[config.mk]
export PLATFORM = sky130hd
export DESIGN_NAME = piso_serializer
export DESIGN_NICKNAME = d
export VERILOG_FILES = /design/src/rtl/piso_serializer_pkg.sv /design/src/rtl/piso_serializer.sv
export SDC_FILE = /design/constraint.sdc
export NUM_CORES = 1
export LEC_CHECK = 0
export ABC_AREA = 1
export BUFFER_PORTS_ARGS = -buffer_cell sky130_fd_sc_hd__clkbuf_2
export CORE_AREA = 5 5 42 44
export CTS_CLUSTER_SIZE = 12
export DETAILED_ROUTE_END_ITERATION = 6
export DIE_AREA = 0 0 47 49
export SLEW_MARGIN = 20
export SYNTH_ARGS = -nofsm -noshare
export SYNTH_HDL_FRONTEND = slang
export SYNTH_SLANG_ARGS = --single-unit
export TNS_END_PERCENT = 30
[constraint.sdc]
create_clock -name clk -period 1.3 [get_ports clk]
set_input_delay 0.39 -clock clk [delete_from_list [all_inputs] [get_ports clk]]
set_output_delay 0.39 -clock clk [all_outputs]
set_load 0.01 [all_outputs]
[src/rtl/piso_serializer_pkg.sv]
// piso_serializer_pkg: FSM states and default word width shared by the serializer and receiver
package piso_serializer_pkg;
  localparam int DEFAULT_WIDTH = 4;
  typedef enum logic {IDLE, SHIFT} state_t;
endpackage

[src/rtl/piso_serializer.sv]
// piso_serializer: parallel-in serial-out shifter with valid/ready handshakes on both sides
module piso_serializer
  import piso_serializer_pkg::*;
#(
  parameter int WIDTH     = DEFAULT_WIDTH,
  parameter bit LSB_FIRST = 1'b1
) (
  input  logic             clk,
  input  logic             reset,
  input  logic             load_valid,
  input  logic [WIDTH-1:0] load_data,
  output logic             load_ready,
  output logic             ser_out,
  output logic             ser_valid,
  input  logic             ser_ready,
  output logic             ser_last,
  output logic             busy
);
  localparam int CW = $clog2(WIDTH);
  state_t           state, state_nx;
  logic [WIDTH-1:0] sreg;
  logic [CW-1:0]    cnt;
  logic             accept, xfer;
  always_comb begin
    ser_valid  = state == SHIFT;
    busy       = ser_valid;
    ser_last   = ser_valid && cnt == CW'(WIDTH - 1);
    ser_out    = ser_valid ? (LSB_FIRST ? sreg[0] : sreg[WIDTH-1]) : 1'b0;
    xfer       = ser_valid && ser_ready;
    load_ready = state == IDLE || (xfer && ser_last);
    accept     = load_valid && load_ready;
    state_nx   = accept ? SHIFT : (xfer && ser_last) ? IDLE : state;
  end
  // A load on the last-bit edge takes priority, giving zero-gap back-to-back words
  always_ff @(posedge clk or posedge reset) begin
    if (reset) begin
      state <= IDLE;
      sreg  <= '0;
      cnt   <= '0;
    end else begin
      state <= state_nx;
      if (accept) begin
        sreg <= load_data;
        cnt  <= '0;
      end else if (xfer && ser_last) begin
        sreg <= '0;
        cnt  <= '0;
      end else if (xfer) begin
        sreg <= LSB_FIRST ? sreg >> 1 : sreg << 1;
        cnt  <= cnt + CW'(1);
      end
    end
  end
endmodule

# Word-level counts from Yosys, hierarchy flattened
# Index checks and enable logic that the tools add are counted.
# Widths: inputs -> output; s select.
# word_totals
register_bits	7
in_bits	8
output_inout_bits	5
elab_cells	22
# classes
add_sub_neg	1
n_eq_ne	1
mux	9
n_bitwise	1
n_reduce_logical	7
# ops
cell	count
$mux 4	3
$mux 2	3
$logic_and 1x1->1	4
$mux 1	3
$reduce_bool 3->1	1
$add 2x1->2 const B	1
$eq 2x2->1 const B	1
$reduce_bool 2->1	1
$logic_or 1x1->1	1
$not 1->1	1

# Depth between registers and ports, before layout
# Gate-level depths: netlist of the first run.
# depth
word_depth	6
ltp_mapped	6
depth_no_buf	6

# Worst setup path before layout of the first run
# OpenSTA, ideal clock, no wires.
# synth_timing
path_type	register -> output
startpoint	register cnt[0]
endpoint	output port load_ready
arrival_time_ns	0.834
required_ns	0.910
setup_slack_ns	0.076
stages_incl_launch_ff	4
n_path_buf	0
path_cell_list	dfrtp_1 > ha_1 > nand3_1 > nand2_1
# synth_via
elab_chain_cells	4
# synth_lines
item	line_no	rtl
start, declared	piso_serializer.sv:22	logic [CW-1:0] cnt;
start signal, assigned	piso_serializer.sv:50	cnt <= cnt + CW'(1);
$eq 2x2->1	piso_serializer.sv:27	ser_last = ser_valid && cnt == CW'(WIDTH - 1);
$logic_and 1x1->1	piso_serializer.sv:27	
$logic_and 1x1->1	piso_serializer.sv:30	load_ready = state == IDLE || (xfer && ser_last);
$logic_or 1x1->1	piso_serializer.sv:30	
end, declared	piso_serializer.sv:12	output logic load_ready,
# No other way between the ends.

# Worst setup path after layout of the first run
# Same ends and word-level chain as after synthesis.

==> qor_table.md, run 1 <==
| Quantity | Value | Unit |
|:---|:---|:---|
| Biggest area consumer among synthesized cells | sky130_fd_sc_hd__dfrtp_1 | - |
| Run status | complete, but fails checks | - |
| Clock input transition at the sequential cells of the worst setup and hold paths | 0.05 | ns |
| Syn-to-layout area delta | 43.0 | % |
| Post-Layout Inst Area | 533 | µm² |
| Drt drc | 0 | - |
| Total clock buffers created by CTS | 3 | - |
| Later-pin clock latency in the skew report | 0.25 | ns |
| Number of ports placed on the die boundary | 13 | - |
| GRT Residual Overflow | 0 | - |
| Antenna cell count | 0 | - |
| Cell at the root of the clock tree | sky130_fd_sc_hd__clkbuf_4 | - |
| Total Routed Length | 812 | µm |
| Synthesis Warnings | 0 | - |
| Most area-consuming cells after synthesis | sky130_fd_sc_hd__dfrtp_1 (47%), sky130_fd_sc_hd__nand2_1 (14%), sky130_fd_sc_hd__nor2_1 (10%), sky130_fd_sc_hd__nand3_1 (8.1%), sky130_fd_sc_hd__inv_1 (5.0%) | - |
| Worst relative slew slack | 0.815 | - |
| Fraction of post-synthesis cell area in the top cell type by area | 0.470 | - |
| Capturing element type of the critical path | primary output | - |
| Main synth FF type | sky130_fd_sc_hd__dfrtp_1 | - |
| Biggest cell delay along the critical path | 0.40 | ns |
| Area of the placeable core | 1400 | µm² |
| Synth Net Count | 60 | - |
| Final count of hold timing violations | 0 | - |
| Initial Util | 0.266 | - |
| EDFF count, synth | 0 | - |
| Critical-path top delay cell | sky130_fd_sc_hd__dfrtp_1 | - |
| Number of nets with antenna violations after detailed routing | 0 | - |
| TritonCTS clock tree | done | - |
| Pin count of the biggest net entering global routing | 9 | - |
| Worst clock skew | 0.00269 | ns |
| Number of antenna violations at the first check in global routing | 0 | - |
| Post-Route Utilization | 0.380 | - |
| Via/cell ratio | 4.29 | - |
| Final weighted congestion of routability-driven global placement | 0.804 | - |
| Critical Path AT | 1.06 | ns |
| Post-CTS Hold Buffers | 0 | - |
| Die area | 2300 | µm² |
| Fraction of layout cells with a size suffix above 1 | 0.394 | - |
| Router iterations before antenna repair | 4 | - |
| Nets | 81 | - |
| Number of instances in the synthesized netlist | 51 | - |
| Number of global-route vias before repair | 356 | - |
| Smallest setup slack after layout | -0.152 | ns |
| Synth top cells by count | sky130_fd_sc_hd__nand2_1 (14), sky130_fd_sc_hd__nor2_1 (10), sky130_fd_sc_hd__dfrtp_1 (7), sky130_fd_sc_hd__nand3_1 (6), sky130_fd_sc_hd__inv_1 (5) | - |
| Routed wire length per instance | 9.33 | µm |
| Final worst-path cycle share | 1.12 | - |
| Final Critical Period | 1.45 | ns |
| Share of synthesized registers carrying an async set or reset | 1.00 | - |
| All-layer global routing usage | 0.0888 | - |
| Classification of the worst setup path | reg2out | - |
| Class of the tightest hold or removal check | in2async | - |
| Global-route wire length before repair | 1480 | µm |
| Fmax achieved | 689 | MHz |
| Slew of the pin with the lowest slew margin | 0.278 | ns |
| Die height | 49 | µm |
| Setup repair after global routing missed its margin | true | - |
| Maximum vdd ir drop | 837 | µV |
| Sequential area share after synthesis | 0.470 | - |
| Synth cell types | 11 | - |
| Most common cell in the netlist | sky130_fd_sc_hd__nand2_1 | - |
| Inst Count DP | 81 | - |
| Half-perimeter wire length after detailed placement | 643 | µm |
| Maximum count of clock buffers along a single path | 2 | - |
| Failing checks | negative setup slack | - |
| Cell-by-cell listing of the critical path | ha_4 > nand3_2 > nand2_2 > clkbuf_2 | - |
| Cell row count | 14 | - |
| Max_cap viols | 0 | - |
| H-Tree Level Count | 1 | - |
| Via count | 373 | - |
| Average footprint of a synthesized cell | 7.31 | µm² |
| Leakage power total | 0.295 | nW |
| Maximum fanout along the worst path | 3 | - |
| Dpl cell area | 468 | µm² |
| Total clock sinks | 7 | - |
| Die extent in x | 47 | µm |
| Final Max Tran Viols | 0 | - |
| Synth Register Bits | 7 | - |
| Cell Pwr Density | 2310 | nW/µm² |
| Starting DRC count in detailed routing | 11 | - |
| Required time of the critical path | 0.91 | ns |
| Total negative slack for setup checks | -0.278 | ns |
| Buffering stage count on the worst path with inverters included | 1 | - |
| Total setup violations reported at the end of the flow | 3 | - |
| Quantity of I/O buffers inserted on ports | 12 | - |
| Mapped cell area | 373 | µm² |
| Crit path launch type | flip-flop | - |
| Cell Count, Final, Fillers Out | 87 | - |
| Kind of cell with the highest combined delay on the critical path | flip-flops | - |
==> metrics by stage <==
step / setup WS (ns) / power, mW / hold slack, ns
3_5_place_dp: 0.0141 / 0.969 / 0.322
6_report: -0.152 / 1.23 / 0.0463
5_1_grt: -0.203 / 1.39 / 0.0631
3_3_place_gp: 0.0296 / 0.966 / 0.315
4_1_cts: -0.179 / 1.21 / 0.0532
2_1_floorplan: 0.0760 / 0.764 / 0.193
==> kinds of logic after synthesis <==
kind of cell,Yosys count,share of synthesized area
adders and majority gates,1,0.0336
and+or+nand+nor,32,0.356
AOI/OAI and AO/OA,4,0.0604
buffers and inverters,7,0.0805
DFF,7,0.470
==> layer usage <==
layer  up-vias  GRT usage  share of wire
li1        203          -              -
met1       157      0.131           0.51
met2        13      0.109           0.41
met3         0     0.0369          0.080
met4         0     0.0415              0
met5         -          0              0
==> power by group <==
part | switching, mW | internal [mW]
registers | 0.0884 | 0.327
logic | 0.333 | 0.294
clock network | 0.0753 | 0.117
==> sequential cells by signal, summed over array words and instances, names as in the netlist <==
signal  cells
sreg        4
cnt         2
busy        1
==> cell usage in the layout, fill, tap and decap left out, drive strengths merged <==
master and count:
nand2 16, clkbuf 16, nor2 10, dfrtp 7, nand3 6, inv 6
buf 5, a21oi 3, o31ai 1, ha 1
==> path summary, 6_finish.rpt <==
path                            cells after the start                start             endpoint  slack [ns]
worst min register to register                      2  sreg[3]$_DFFE_PP0P_  sreg[3]$_DFFE_PP0P_        0.49
worst min-delay path                                2                reset  sreg[3]$_DFFE_PP0P_        0.05
max in group asynchronous                           2                reset     busy$_DFFE_PP0P_        1.02
worst max-delay path                                4   cnt[0]$_DFFE_PP0P_           load_ready       -0.15
min in group clk                                    3         load_data[3]  sreg[3]$_DFFE_PP0P_        0.37
worst max register to register                      8   cnt[0]$_DFFE_PP0P_  sreg[2]$_DFFE_PP0P_        0.03
==> timing repair <==
item | 4_1_cts | 5_1_grt
buffers inserted | 1 | 1
pin swaps | 2 | 1
gates resized for setup | 4 | 2
cloned | 0 | 0
setup endpoints to repair | 3 | 6
==> area by class of cell <==
class / instances / area [µm²]
Sequential cell: 7 / 176
Multi-Input combinational cell: 37 / 190
Timing Repair Buffer: 17 / 97.6
Fill cell: 156 / 868
Clock buffer: 4 / 26.3
Tap cell: 16 / 20.0
Inverter: 6 / 22.5
Power figures use the tool's default switching activity.
==> run 2, diff against run 1 <==
Settings changed: CELL_PAD_IN_SITES_DETAIL_PLACEMENT set to 2, CELL_PAD_IN_SITES_GLOBAL_PLACEMENT set to 2, CORE_AREA 5 5 42 44 to not set, CORE_MARGIN set to 5, CORE_UTILIZATION set to 23, DIE_AREA 0 0 47 49 to not set, PLACE_DENSITY_LB_ADDON set to 0.1.
==> qor_table.md, run 2 (synthesis gave the netlist of run 1 again) <==
| Quantity | Value | Unit | Change |
|:---|:---|:---|:---|
| Sequential share of power | 0.322 | - | -0.014 |
| Buffering stage count on the worst path with inverters included | 1 | - | unchanged |
| Router iterations before antenna repair | 3 | - | -1 |
| Worst clock skew | 0.000911 | ns | -0.00177 ns |
| Number of global-route vias before repair | 447 | - | +26% |
| Antenna cell count | 0 | - | unchanged |
| Initial Util | 0.245 | - | -0.0214 |
| Final Critical Period | 1.50 | ns | +0.0524 ns |
| Maximum count of clock buffers along a single path | 2 | - | unchanged |
| All-layer global routing usage | 0.113 | - | +0.0240 |
| Die area | 2530 | µm² | +9.7% |
| Pin count of the biggest net entering global routing | 9 | - | unchanged |
| Cell at the root of the clock tree | sky130_fd_sc_hd__clkbuf_4 | - |  |
| Biggest cell delay along the critical path | 0.42 | ns | +0.02 ns |
| Maximum vdd ir drop | 714 | µV | -15% |
| Class of the tightest hold or removal check | in2async | - |  |
| Final weighted congestion of routability-driven global placement | 0.689 | - | -14% |
| Reg-to-reg critical path endpoint | cnt[1]$_DFFE_PP0P_ | - |  |
| Total setup violations reported at the end of the flow | 3 | - | unchanged |
| Register with the highest flop count | sreg | - |  |
| Die extent in x | 50.3 | µm | +6.9% |
| Total negative slack for setup checks | -0.439 | ns | -0.161 ns |
| Area of the placeable core | 1520 | µm² | +8.8% |
| Fmax achieved | 665 | MHz | -3.5% |
| Failing checks | negative setup slack | - |  |
| Storage element area | 176 | µm² | unchanged |
| Classification of the worst setup path | reg2out | - |  |
| Number of flip-flops under the largest register name | 4 | - | unchanged |
| Number of ports placed on the die boundary | 13 | - | unchanged |
| Min Hold Slack | 0.0484 | ns | +0.00214 ns |
| H-Tree Level Count | 1 | - | unchanged |
| Setup repair after global routing missed its margin | true | - |  |
| Most frequent cells in the layout | sky130_fd_sc_hd__nand2_1 (13), sky130_fd_sc_hd__clkbuf_2 (10), sky130_fd_sc_hd__nor2_1 (9), sky130_fd_sc_hd__dfrtp_1 (6) | - |  |
| Slew of the pin with the lowest slew margin | 0.317 | ns | +0.0396 ns |
| Total clock buffers created by CTS | 3 | - | unchanged |
| Max_cap viols | 0 | - | unchanged |
| Number of antenna violations at the first check in global routing | 0 | - | unchanged |
| Critical-path top delay cell | sky130_fd_sc_hd__dfrtp_1 | - |  |
| Clock input transition at the sequential cells of the worst setup and hold paths | 0.06 | ns | about the same |
| Number of nets with antenna violations after detailed routing | 0 | - | unchanged |
| Combinational fraction of design power | 0.516 | - | +0.008 |
| Starting DRC count in detailed routing | 5 | - | -6 |
| Power dissipated by switching net loads | 572 | µW | +15% |
| Via/cell ratio | 4.49 | - | +4.8% |
| Clock share of power | 0.162 | - | +0.006 |
| Smallest setup slack after layout | -0.204 | ns | -0.0524 ns |
| Area occupied by multi-input gates | 190 | µm² | unchanged |
| Global-route wire length before repair | 2060 | µm | +39% |
| TritonCTS clock tree | done | - |  |
| Cell-by-cell listing of the critical path | ha_4 > nand3_2 > nand2_2 > buf_6 | - |  |
| Final worst-path cycle share | 1.16 | - | +0.0403 |
| Critical Path AT | 1.11 | ns | +0.05 ns |
| Kind of cell with the highest combined delay on the critical path | flip-flops | - |  |
| Routed wire length per instance | 14.4 | µm | +55% |
| Required time of the critical path | 0.91 | ns | about the same |
| Final count of hold timing violations | 0 | - | unchanged |
| Final Max Tran Viols | 0 | - | unchanged |
| Nets | 81 | - | unchanged |
| Most frequent standard cell in the layout excluding fill and tap cells | sky130_fd_sc_hd__nand2_1 | - |  |
| Post-CTS Hold Buffers | 0 | - | unchanged |
| Fraction of layout cells with a size suffix above 1 | 0.394 | - | unchanged |
| Later-pin clock latency in the skew report | 0.26 | ns | about the same |
| Total clock sinks | 7 | - | unchanged |
| Run status | complete, but fails checks | - |  |
| Logic depth of the worst register-to-register path | 7 | - | -1 |
| Crit path launch type | flip-flop | - |  |
| Number of stages on the worst setup path | 4 | - | unchanged |
| R2R Setup Slk | 0.12 | ns | +0.09 ns |
| Syn-to-layout area delta | 46.3 | % |  |
| Layout filler cell count | 183 | - | +17% |
| Via count | 391 | - | +4.8% |
| Total Routed Length | 1260 | µm | +55% |
| Reg-to-Reg Start | cnt[0]$_DFFE_PP0P_ | - |  |
| GRT Residual Overflow | 0 | - | unchanged |
| Worst relative slew slack | 0.788 | - | -0.0264 |
| Cell row count | 14 | - | unchanged |
| Maximum fanout along the worst path | 3 | - | unchanged |
| Drt drc | 0 | - | unchanged |
| Quantity of I/O buffers inserted on ports | 12 | - | unchanged |
| Internal power contribution | 765 | µW | +3.7% |
| Half-perimeter wire length after detailed placement | 906 | µm | +41% |
| Cell Pwr Density | 2450 | nW/µm² | +5.9% |
| Die height | 50.3 | µm | +2.6% |
| Leakage power total | 0.298 | nW | +0.93% |
| Switching share of power | 0.428 | - | +0.0255 |
| Capturing element type of the critical path | primary output | - |  |
==> run 2: cell count changes in the layout (fill, tap and decap cells not counted), sizes merged <==
cell    delta
buf        +2
clkbuf     -2
==> run 2: layout make-up <==
class	count	area share
multi-input combinational	37	0.349
timing repair buffer	17	0.202
sequential	7	0.323
clock buffer	4	0.0482
tap	16	0.0367
inverter	6	0.0413
==> run 2: what timing repair did <==
item	CTS	global route
pin swaps	2	2
setup buffers	0	1
resized for setup	4	6
endpoints found under the setup margin	5	8
==> run 2: power groups by stage <==
| stage | registers (mW) | logic [mW] | clock network, mW |
|---|---|---|---|
| 6_report | 0.431 | 0.689 | 0.216 |
| 5_1_grt | 0.441 | 0.782 | 0.244 |
| 4_1_cts | 0.413 | 0.619 | 0.227 |
| 3_5_place_dp | 0.409 | 0.600 | 0 |
| 3_3_place_gp | 0.402 | 0.592 | 0 |
| 2_1_floorplan | 0.394 | 0.369 | 0 |
==> run 2: worst max-delay path by stage <==
stage	startpoint	endpoint	slack [ns]
6_report	cnt[0]$_DFFE_PP0P_	load_ready	-0.20
5_1_grt	cnt[0]$_DFFE_PP0P_	load_ready	-0.25
4_1_cts	cnt[1]$_DFFE_PP0P_	load_ready	-0.21
3_5_place_dp	cnt[0]$_DFFE_PP0P_	load_ready	-0.01
3_3_place_gp	cnt[0]$_DFFE_PP0P_	load_ready	0.03
2_1_floorplan	cnt[0]$_DFFE_PP0P_	load_ready	0.08
==> run 2: metrics by stage <==
step / cells / cell area [µm²] / setup WS (ns) / power [mW] / util
6_report: 87 / 546 / -0.204 / 1.34 / 0.358
5_1_grt: 87 / 546 / -0.246 / 1.47 / 0.358
4_1_cts: 86 / 513 / -0.209 / 1.26 / 0.337
3_5_place_dp: 82 / 475 / -0.0108 / 1.01 / 0.312
3_3_place_gp: 82 / 475 / 0.0284 / 0.994 / 0.312
2_1_floorplan: 51 / 373 / 0.0760 / 0.764 / -
==> run 2: worst reg2reg max path: stages (launching register included) <==
cell                      delay (ns)
sky130_fd_sc_hd__dfrtp_1        0.40
sky130_fd_sc_hd__ha_4           0.17
sky130_fd_sc_hd__nand3_2        0.07
sky130_fd_sc_hd__nand2_2        0.09
sky130_fd_sc_hd__buf_4          0.15
sky130_fd_sc_hd__nand2_1        0.08
sky130_fd_sc_hd__nand3_1        0.07
sky130_fd_sc_hd__nand2_1        0.05
==> run 2: per-layer routing <==
layer / GRT usage / vias up / part of all wire
met1: 0.135 / 185 / 0.47
li1: - / 197 / -
met5: 0 / - / 0
met3: 0.0444 / 0 / 0.053
met4: 0.0655 / 0 / 0
met2: 0.169 / 9 / 0.47
